<file path="config.mk">
export PLATFORM = sky130hd
export DESIGN_NAME = a_to_b_link_fifo
export DESIGN_NICKNAME = d
export VERILOG_FILES = /design/src/rtl/a_to_b_link_fifo.sv
export SDC_FILE = /design/constraint.sdc
export NUM_CORES = 1
export LEC_CHECK = 0
export CELL_PAD_IN_SITES_DETAIL_PLACEMENT = 0
export CELL_PAD_IN_SITES_GLOBAL_PLACEMENT = 2
export CORE_MARGIN = 2
export CORE_UTILIZATION = 30
export DETAILED_ROUTE_END_ITERATION = 10
export GPL_ROUTABILITY_DRIVEN = 0
export PLACE_DENSITY_LB_ADDON = 0.1
export SETUP_SLACK_MARGIN = 0.4
export SLEW_MARGIN = 40
export SYNTH_ARGS = -nofsm -noshare
export SYNTH_HDL_FRONTEND = slang
export SYNTH_SLANG_ARGS = --single-unit
</file>
<file path="constraint.sdc">
create_clock -name clk -period 3.6 [get_ports clk]
set_input_delay 0.72 -clock clk [delete_from_list [all_inputs] [get_ports clk]]
set_output_delay 0.72 -clock clk [all_outputs]
set_load 0.05 [all_outputs]
</file>
<file path="src/rtl/a_to_b_link_fifo.sv">
// rtl/a_to_b_link_fifo.sv - elastic valid/ready buffer on the module_a -> module_b link
//
// Purpose: first-word-fall-through FIFO decoupling producer and consumer,
// with current and peak occupancy exported for link debug.
//
// Ports:
//   clk         rising-edge clock
//   rst         synchronous active-high reset
//   flush       synchronous clear of contents (peak_level kept)
//   in_valid    producer has data
//   in_ready    buffer can accept (low during reset and when full)
//   in_data     producer payload
//   out_valid   buffer holds at least one word
//   out_ready   consumer accepts head word
//   out_data    head word (zero while empty)
//   level       current entry count, 0..DEPTH
//   peak_level  highest level reached since reset
module a_to_b_link_fifo #(
  parameter int DATA_BITWIDTH = 8,
  parameter int DEPTH         = 4,
  parameter int ADDR_BITWIDTH = $clog2(DEPTH)
) (
  input  logic                     clk,
  input  logic                     rst,
  input  logic                     flush,
  input  logic                     in_valid,
  output logic                     in_ready,
  input  logic [DATA_BITWIDTH-1:0] in_data,
  output logic                     out_valid,
  input  logic                     out_ready,
  output logic [DATA_BITWIDTH-1:0] out_data,
  output logic [ADDR_BITWIDTH:0]   level,
  output logic [ADDR_BITWIDTH:0]   peak_level
);

  localparam logic [ADDR_BITWIDTH:0]   FULL_LEVEL = (ADDR_BITWIDTH + 1)'(DEPTH);
  localparam logic [ADDR_BITWIDTH:0]   LEVEL_ONE  = (ADDR_BITWIDTH + 1)'(1);
  localparam logic [ADDR_BITWIDTH-1:0] PTR_ONE    = ADDR_BITWIDTH'(1);

  logic [DATA_BITWIDTH-1:0] mem [DEPTH];
  logic [ADDR_BITWIDTH-1:0] wr_ptr;
  logic [ADDR_BITWIDTH-1:0] rd_ptr;
  logic [ADDR_BITWIDTH:0]   level_q;
  logic [ADDR_BITWIDTH:0]   level_next;
  logic [ADDR_BITWIDTH:0]   peak_q;
  logic                     rst_q;
  logic                     push;
  logic                     pop;

  // in_ready depends on registered state only, so the consumer's out_ready
  // never reaches the producer combinationally. rst_q holds it low for the
  // cycle following reset.
  assign in_ready   = (level_q != FULL_LEVEL) && !rst_q;
  assign out_valid  = (level_q != '0);
  // Gated so the output reads zero while empty instead of stale storage.
  assign out_data   = out_valid ? mem[rd_ptr] : '0;
  assign level      = level_q;
  assign peak_level = peak_q;

  assign push = in_valid && in_ready;
  assign pop  = out_valid && out_ready;

  always_comb begin
    level_next = level_q;
    if (flush) begin
      level_next = '0;
    end else begin
      case ({push, pop})
        2'b10:   level_next = level_q + LEVEL_ONE;
        2'b01:   level_next = level_q - LEVEL_ONE;
        default: level_next = level_q;
      endcase
    end
  end

  // Storage is not reset; writes are suppressed by reset and flush.
  always_ff @(posedge clk) begin
    if (!rst && !flush && push) begin
      mem[wr_ptr] <= in_data;
    end
  end

  always_ff @(posedge clk) begin
    if (rst) begin
      wr_ptr  <= '0;
      rd_ptr  <= '0;
      level_q <= '0;
      peak_q  <= '0;
      rst_q   <= 1'b1;
    end else begin
      rst_q   <= 1'b0;
      level_q <= level_next;
      if (flush) begin
        wr_ptr <= '0;
        rd_ptr <= '0;
      end else begin
        // Pointers wrap naturally at DEPTH (power of two).
        if (push) wr_ptr <= wr_ptr + PTR_ONE;
        if (pop)  rd_ptr <= rd_ptr + PTR_ONE;
      end
      // level_next never exceeds DEPTH, so the peak saturates there.
      if (level_next > peak_q) begin
        peak_q <= level_next;
      end
    end
  end

endmodule

</file>
# == Word-level counts from Yosys, hierarchy flattened ==
# Memories as Yosys holds them, arrays and structs flattened. A register that Yosys moved wholly into a read port is not among the register bits.
# Cells that the tools add are included.
# word_totals
romBits,0
inputBits,13
regBits,11
ramBits,32
wordCells,32
latchBits,0
output_inout_bits,16
n_memories,1
# classes
n_mux,8
div,0
n_eq_ne,3
addsub,4
bitwise,0
reduce_logical,10
n_lt_le_gt_ge,1
mul,0
shifts,0
# memory_table
name,words,width,read_ports,rd_clocked_by_memory_dff,write_ports,line,source
mem,4,8,1,1,1,40,logic [DATA_BITWIDTH-1:0] mem [DEPTH];
# op_table
op,n
2-to-1 mux 8 bit,1
case mux 3 bit (2 select lines),1
logical AND 1 bit,5
adder 2 x 1 -> 2 bit (second input constant),2
2-to-1 mux 2 bit,2
adder 3 x 1 -> 3 bit (second input constant),1
greater-than comparator 3 bit,1
logical NOT 1 bit,3
2-to-1 mux 1 bit,3
2-to-1 mux 3 bit,1
inequality test 3 bit (second input constant),1
nonzero test 3 bit,1
subtractor 3 x 1 -> 3 bit (second input constant),1
equality test 2 x 1 -> 1 bit (second input constant),1
equality test 2 bit (second input constant),1
OR reduction 2 bit,1

# == Logic depth before layout (Yosys ltp) ==
# Gate-level depths: netlist of run 1.
# depth
depth_word,7
ltp_mapped,14

# == Least setup slack after synthesis of run 1 ==
# No wires, ideal clock.
# synth_path
path_kind,register to register
startpoint,register level_q[0] (netlist: level[0])
endpoint,register peak_q[1] (netlist: peak_level[1])
arrival_time_ns,3.387
n_path_buf,0
path_stages_with_launch,15
setup_slack_ns,0.143
cell_sequence,dfxtp_1 nor2_1 a211oi_2 inv_1 ha_1 fa_1 xnor2_1 nor2_1 mux2i_1 inv_1 ha_1 nand3_1 o21ai_0 or3b_1 a21oi_1
# synth_between
elab_chain_cells,7
# synth_rtl
item,line,source
from (decl),43,logic [ADDR_BITWIDTH:0] level_q;
from (signal assigned),92,level_q <= level_next;
inequality test 3 bit,53,assign in_ready = (level_q != FULL_LEVEL) && !rst_q;
logical AND 1 bit,53,
logical AND 1 bit,60,assign push = in_valid && in_ready;
equality test 2 x 1 -> 1 bit or equality test 2 bit (tied branches),68,"case ({push, pop})"
case mux 3 bit (2 select lines) (*),68,
2-to-1 mux 3 bit (*),65,if (flush) begin
net level_next[2],44,logic [ADDR_BITWIDTH:0] level_next;
greater-than comparator 3 bit (*),102,if (level_next > peak_q) begin
to (signal assigned),103,peak_q <= level_next;
to (decl),45,logic [ADDR_BITWIDTH:0] peak_q;
# The timed path passes the listed nets; every way through them passes the cells marked *.
# A chain may end at the register's enable or synchronous reset.

# == Final worst setup path of run 1 ==
# layout_path
startpoint,input in_valid
endpoint,register peak_q[1] (netlist: peak_level[1])
# layout_between
elab_chain_cells,5
# layout_rtl
item,line,source
from (decl),26,"input logic in_valid,"
logical AND 1 bit (*),60,
equality test 2 x 1 -> 1 bit or equality test 2 bit (tied branches),68,
case mux 3 bit (2 select lines) (*),68,
2-to-1 mux 3 bit (*),65,
net level_next[2],44,
greater-than comparator 3 bit (*),102,
# Marked as above.

==> results of run 1 <==
-- registers in the layout, summed over array words and instances, names as in the netlist, named ones only --
| name | cells |
|---|---|
| peak_level | 3 |
| wr_ptr | 2 |
| rst_q | 1 |
| rd_ptr | 2 |
| mem | 32 |
| level | 3 |
-- routing by layer --
metal | up-vias | track usage | part of all wire
met3 | 6 | 0.02868 | 0.042
met1 | 552 | 0.1256 | 0.44
met2 | 26 | 0.1716 | 0.50
met5 | - | 0 | 0
li1 | 555 | - | -
met4 | 0 | 0.03519 | 0.014
-- what timing repair did --
action | 4_1_cts | 5_1_grt
resized for setup | 5 | 3
pin swaps | 8 | 2
hold buffers | 0 | 0
buffers inserted | 9 | 1
endpoints found under the setup margin | 3 | 11
hold endpoints to repair | 0 | 0
-- cell families after synthesis --
| family | after synthesis |
|---|---|
| flops | 45 |
| simple gates | 36 |
| buf+inv | 12 |
| compound gates | 11 |
| mux | 10 |
| fa+ha+maj | 9 |
| xor+xnor | 5 |
-- worst reg2reg max path: stages (launching register included) --
cell	delay (ps)
dfxtp_2	360
or3_1	400
and2_4	180
ha_2	180
fa_2	360
xnor2_1	130
nor2_1	120
mux2i_1	250
inv_1	100
ha_4	250
nand3_2	60
o21ai_2	70
or3b_1	370
a21oi_1	130
-- where the power goes --
group	switching, mW	internal, mW	leakage (nW)
combinational	0.0540	0.0494	0.443
sequential	0.00440	0.558	0.395
clock	0.159	0.202	0.0540
total	0.217	0.809	0.893
-- cell type report --
cell class,count,area [µm²]
Inverter,8,30.03
Tap cell,75,93.84
Multi-Input combinational cell,71,654.4
Fill cell,597,3510
Timing Repair Buffer,45,409.1
Clock buffer,5,68.82
Clock inverter,2,35.03
Sequential cell,45,1225
-- cell usage in the layout (no fill, tap or decap), types with 5 or more instances in the layout --
cell,Yosys,layout
and2_1,13,12
buf_4,0,17
edfxtp_1,32,32
clkbuf_8,0,5
ha_1,8,6
mux4_2,8,8
dfxtp_1,13,10
inv_1,8,8
nor2_1,12,12
clkdlybuf4s50_1,0,26
-- synthesized netlist by cell type (all sizes together) --
master  count  share of area
a211oi      2          0.011
a21oi       4          0.013
and2       13          0.043
buf         2         0.0053
clkbuf      2         0.0040
dfxtp      13           0.14
edfxtp     32           0.51
fa          1          0.011
ha          8          0.053
inv         8          0.016
mux2i       2          0.011
mux4        8          0.095
nand2       2         0.0040
nand3       2         0.0053
nor2       12          0.024
nor2b       1         0.0033
nor3        1         0.0026
o21ai       4          0.011
o41ai       1         0.0046
or2         2         0.0066
or3         2         0.0066
or3b        1         0.0046
xnor2       3          0.014
xor2        2         0.0092
-- through the flow --
stage | power (mW) | worst slack [ps] | util
2_1_floorplan | 0.6247 | 427.6 | -
3_3_place_gp | 0.6661 | -8.959 | 0.3831
3_5_place_dp | 0.6672 | -102.0 | 0.3831
4_1_cts | 1.036 | 405.7 | 0.4153
5_1_grt | 1.066 | 369.3 | 0.4176
6_report | 1.026 | 550.7 | 0.4176
-- final timing paths --
kind / from / endpoint / slack, ps / cells after the start
hold reg to reg: peak_level[1]$_SDFFE_PP0N_ / peak_level[1]$_SDFFE_PP0N_ / 490 / 2
hold / removal: peak_level[1]$_SDFFE_PP0N_ / peak_level[1]$_SDFFE_PP0N_ / 490 / 2
setup reg to reg: level[0]$_SDFF_PP0_ / peak_level[1]$_SDFFE_PP0N_ / 560 / 13
setup / recovery: in_valid / peak_level[1]$_SDFFE_PP0N_ / 550 / 15
==> key figures, run 1 <==
Critical path
  • Worst setup EP type: flop
  • Worst Path Arrival: 3270 ps
  • Crit-path leading delay family: adder cells
  • Crit path cell chain: dlygate4sd2_1 -> inv_1 -> a211oi_2 -> inv_1 -> ha_2 -> fa_2 -> xnor2_1 -> nor2_1 -> mux2i_1 -> inv_1 -> ha_4 -> nand3_2 -> o21ai_2 -> or3b_1 -> a21oi_1
  • CP dominant cell by count: inv_1
  • Critical Path Fanout Max: 5
  • CP max-delay cell: or3b_1
  • Worst Path Buf+Inv: 4
  • Worst endpoint required time: 3820 ps
  • CP max stage delay: 370 ps
  • Startpoint types: input port
  • Crit path kind: in -> reg

Layout
  • P&R area growth vs syn: 32.83%
  • NumNets Final: 198
  • N_diodes: 0
  • Non-filler cells, final: 251
  • Share of layout cells above drive strength 1: 0.2500
  • Cell area after layout: 2516 µm²

Placed design
  • Cell Area, Placed: 2308 µm²
  • Input/output buffers: 28
  • Hpwl dp: 2350 µm
  • Placed cells: 234

Clock network
  • Clk_lat worst skew: 290 ps
  • CTS tree: yes
  • Clk root buf: clkbuf_8
  • CTS H-tree depth: 2
  • CTS Buf Count: 5
  • TritonCTS Sinks: 45
  • Max Root-Sink Buffers: 2
  • Clk slew on worst S/H paths: 80 ps

Yosys
  • Compound-Gate Fraction of Synth Area: 0.03831
  • #FFs+latches synth: 45
  • Synth warnings: 0
  • Unique masters post-synth: 27
  • Synth Instances: 128
  • Main combinational cell family by area after synthesis: multiplexers
  • Post-synthesis simple-gate area fraction: 0.09974
  • Post-Syn Area: 1894 µm²
  • Post-synthesis mux area share: 0.1057
  • Synth Area per Inst: 14.80 µm²
  • Post-synthesis adder-cell area fraction: 0.06341
  • Synth Area in XOR/XNOR: 0.02312
  • Syn nets: 150
  • Register area share after synthesis: 0.6446

Job
  • Max-cap violations: 0

Pwr
  • Max VDD drop: 177.8 µV
  • Leak Pwr: 0.8925 nW
  • Pwr dens: 407.8 nW/µm²

STA
  • TNS Setup: 0 ps
  • Min Tclk post-route: 3049 ps
  • Final slew viol count: 0
  • Fmax: 327.9 MHz
  • Worst slew pin tran: 501.5 ps
  • WHS: 491.5 ps
  • Skew final: 5.035 ps
  • Unrepaired setup endpoints after global routing: true
  • Final Hold Fails: 0
  • Final setup viols: 0
  • Period Utilization, post-route: 0.8470
  • Slew margin rel.: 0.6646

Floorplan
  • Number of top-level pins: 29
  • Die X: 83.47 µm
  • Site Rows: 28
  • Initial core utilization: 0.3144
  • Area of the core: 6026 µm²
  • Die area: 6966 µm²
  • Die extent in y: 83.47 µm

Outcome
  • Outcome: complete, no violations

GRT
  • Initial antenna violation count: 0
  • First-pass GRT wire length: 5492 µm
  • Pin count of the biggest net entering global routing: 14
  • Total track usage: 0.1017
  • Vias in the first global route: 1,116
  • Remaining global-route overflow: 0

Route
  • Via density per instance: 4.538
  • Post-route ant nets: 0
  • Drc violations: 0
  • Routed wire length: 3469 µm
  • DR vias: 1,139
  • DRT iter0 DRCs: 58
  • Avg WL per Cell: 13.82 µm
  • DRT Pass-1 Iters: 4

Worst hold path
  • Worst hold-check path type: reg -> reg
No activity file was read; power rests on OpenSTA's default activity.
==> run 2, diff against run 1 <==
==> constraint.sdc (replaced) <==
create_clock -name clk -period 2.9 [get_ports clk]
set_input_delay 0.58 -clock clk [delete_from_list [all_inputs] [get_ports clk]]
set_output_delay 0.58 -clock clk [all_outputs]
set_load 0.05 [all_outputs]
==> run 2 against run 1 <==
  * The run now ends with setup timing left
  * Clock-buffer cell count stayed put
  * Sequential share of layout area is 0.75 points lower
  * Register-to-register slack worse by 570 ps
  * Clock power is 6.1% higher
  * Critical endpoint unchanged
  * Highest routed layer unchanged
  * Sequential cell count stayed put
  * Worst setup slack worse by 560 ps
  * Routed wire length is 4.8% higher
  * Final area is 2.0% higher
==> key figures, run 2 (same netlist as run 1, synthesis figures left out) <==
Outcome
  • Outcome: finished, violations left
  • Failing checks: setup timing

STA
  • Unrepaired setup endpoints after global routing: true
  • Worst slew pin tran: 503.9 ps (+2.417 ps)
  • Skew final: 5.523 ps (+0.4878 ps)
  • Slew margin rel.: 0.6630 (-0.001617)
  • Final slew viol count: 0 (unchanged)
  • Period Utilization, post-route: 1.003
  • Final Hold Fails: 0 (unchanged)
  • Fmax: 343.7 MHz
  • Setup ws final: -9.459 ps (-560.2 ps)
  • Final setup viols: 1 (+1)
  • Min Tclk post-route: 2909 ps

Worst hold path
  • Worst hold-check path type: reg -> reg

Layout
  • P&R area growth vs syn: 35.47%
  • Most common cell after layout, fill and taps aside: edfxtp_1
  • N_diodes: 0 (unchanged)
  • Biggest register: mem
  • NumNets Final: 197 (-0.51%)
  • Number of flip-flops under the largest register name: 32 (unchanged)
  • Most frequent cells in the layout: edfxtp_1 (32), clkdlybuf4s50_1 (17), buf_4 (15)
  • Share of layout cells above drive strength 1: 0.3314 (+0.08143)
  • Non-filler cells, final: 250 (-0.40%)

Critical path
  • CP max stage delay: 360 ps (about the same)
  • Worst setup EP type: flop
  • Critical Path Fanout Max: 4 (-1)
  • CP dominant cell by count: ha_4
  • Crit path kind: reg -> reg
  • Crit-path leading delay family: simple AND/OR/NAND/NOR gates
  • Startpoint types: flop
  • Crit path cell chain: or3_4 -> and2_4 -> ha_4 -> fa_2 -> xnor2_2 -> nor2_2 -> mux2i_1 -> inv_1 -> ha_4 -> nand3_4 -> o21ai_4 -> or3b_1 -> a21oi_1
  • Worst Path Buf+Inv: 1 (-3)
  • Worst Path Arrival: 3140 ps (-130 ps)
  • Worst endpoint required time: 3130 ps (-690 ps)
  • CP max-delay cell: dfxtp_4

Clock network
  • TritonCTS Sinks: 45 (unchanged)
  • Clk root buf: clkbuf_8
  • Clk_lat worst skew: 300 ps (about the same)
  • Max Root-Sink Buffers: 2 (unchanged)
  • Clk slew on worst S/H paths: 80 ps (about the same)
  • CTS tree: yes
  • CTS Buf Count: 5 (unchanged)
  • Cts hold-fix bufs: 0 (unchanged)
  • CTS H-tree depth: 2 (unchanged)

Placed design
  • Input/output buffers: 28 (unchanged)
  • Pre-CTS setup slack: -488.8 ps (-386.8 ps)
  • Hpwl dp: 2504 µm (+6.6%)
  • Placed cells: 242 (+3.4%)

Floorplan
  • Site Rows: 28 (unchanged)
  • Number of top-level pins: 29 (unchanged)
  • Die X: 83.47 µm (unchanged)
  • Initial core utilization: 0.3144 (unchanged)
  • Area of the core: 6026 µm² (unchanged)
  • Die area: 6966 µm² (unchanged)
  • Die extent in y: 83.47 µm (unchanged)

Pwr
  • Sw Share: 0.2407 (+0.02936)
  • Max VDD drop: 171.2 µV (-3.7%)
  • Cell-internal power: 925.4 µW (+14%)
  • Comb pwr share: 0.116 (+0.015)
  • Pwr dens: 474.9 nW/µm² (+16%)
  • Pwr Total: 1.219 mW (+19%)
  • Clk pwr share: 0.313 (-0.038)
  • Leak Pwr: 0.8799 nW (-1.4%)
  • Sw power: 293.4 µW (+35%)
  • Part of the power in registers: 0.570 (+0.022)

Route
  • DRT Pass-1 Iters: 3 (-1)
  • Routed wire length: 3635 µm (+4.8%)
  • Avg WL per Cell: 14.54 µm (+5.2%)
  • Via density per instance: 4.424 (-2.5%)
  • DR vias: 1,106 (-2.9%)
  • Drc violations: 0 (unchanged)
  • DRT iter0 DRCs: 21 (-64%)
  • Post-route ant nets: 0 (unchanged)

Job
  • Max-cap violations: 0 (unchanged)

GRT
  • Initial antenna violation count: 0 (unchanged)
  • First-pass GRT wire length: 6065 µm (+10%)
  • Vias in the first global route: 1,166 (+4.5%)
  • Pin count of the biggest net entering global routing: 15 (+1)
  • Total track usage: 0.1156 (+0.01389)
  • Remaining global-route overflow: 0 (unchanged)
[run 2: cell types whose count changed in the layout (fill, tap and decap cells not counted), sizes merged]
cell | before | now
clkdlybuf4s50 | 26 | 17
dlygate4sd2 | 1 | 3
buf | 17 | 16
bufinv | 1 | 0
dlymetal6s2s | 1 | 0
clkinvlp | 0 | 1
clkdlybuf4s15 | 0 | 8
[run 2: area by class of cell]
cell class / count / area, µm²
repair buffers: 44 / 410.4
multi-input cells: 71 / 716.9
clock inverters: 2 / 16.27
well taps: 75 / 93.84
inverters: 8 / 30.03
flip-flops and latches: 45 / 1230
fillers: 571 / 3460
clock buffers: 5 / 68.82
[run 2: per-layer routing]
layer / track usage / part of all wire / vias to the layer above
met1: 0.1567 / 0.48 / 531
li1: - / - / 550
met5: 0 / 0 / -
met3: 0.03759 / 0.036 / 6
met4: 0.04399 / 0.016 / 0
met2: 0.1730 / 0.47 / 19
[run 2: path summary, 6_finish.rpt]
path,start,end,slack [ps],cells past startpoint
worst max-delay path,level[0]$_SDFF_PP0_,peak_level[1]$_SDFFE_PP0N_,-9,13
worst max register to register,level[0]$_SDFF_PP0_,peak_level[1]$_SDFFE_PP0N_,-9,13
worst min register to register,peak_level[1]$_SDFFE_PP0N_,peak_level[1]$_SDFFE_PP0N_,490,2
worst min-delay path,peak_level[1]$_SDFFE_PP0N_,peak_level[1]$_SDFFE_PP0N_,490,2
[run 2: worst reg2reg max path, cell delays in order, from the launching register on]
cell and delay, ps:
dfxtp_4 360, or3_4 360, and2_4 160, ha_4 160, fa_2 350, xnor2_2 140
nor2_2 120, mux2i_1 240, inv_1 100, ha_4 240, nand3_4 80, o21ai_4 60
or3b_1 340, a21oi_1 130
[run 2: what timing repair did]
| action | CTS | global route |
|---|---|---|
| setup buffers | 1 | 0 |
| endpoints found under the setup margin | 12 | 3 |
| resized for setup | 28 | 6 |
| pin swaps | 8 | 9 |
| endpoints found under the hold margin | 0 | 0 |
[run 2: per-stage QoR]
stage	area (µm²)	TNS [ps]	utilization	hold WS [ps]
after floorplan	1957	-19.81	-	469.2
after global placement	2426	-1293	0.4026	482.7
after detailed placement	2426	-1380	0.4026	488.3
after CTS	2530	-72.89	0.4199	500.2
after global routing	2566	-302.1	0.4259	529.4
final	2566	-9.459	0.4259	493.4
[run 2: power by group through the flow]
stage	Combinational [mW]	Clock [mW]	Sequential [mW]
after floorplan	0.0652	0	0.716
after global placement	0.136	0	0.710
after detailed placement	0.138	0	0.710
after CTS	0.137	0.395	0.695
after global routing	0.155	0.430	0.697
final	0.142	0.382	0.695
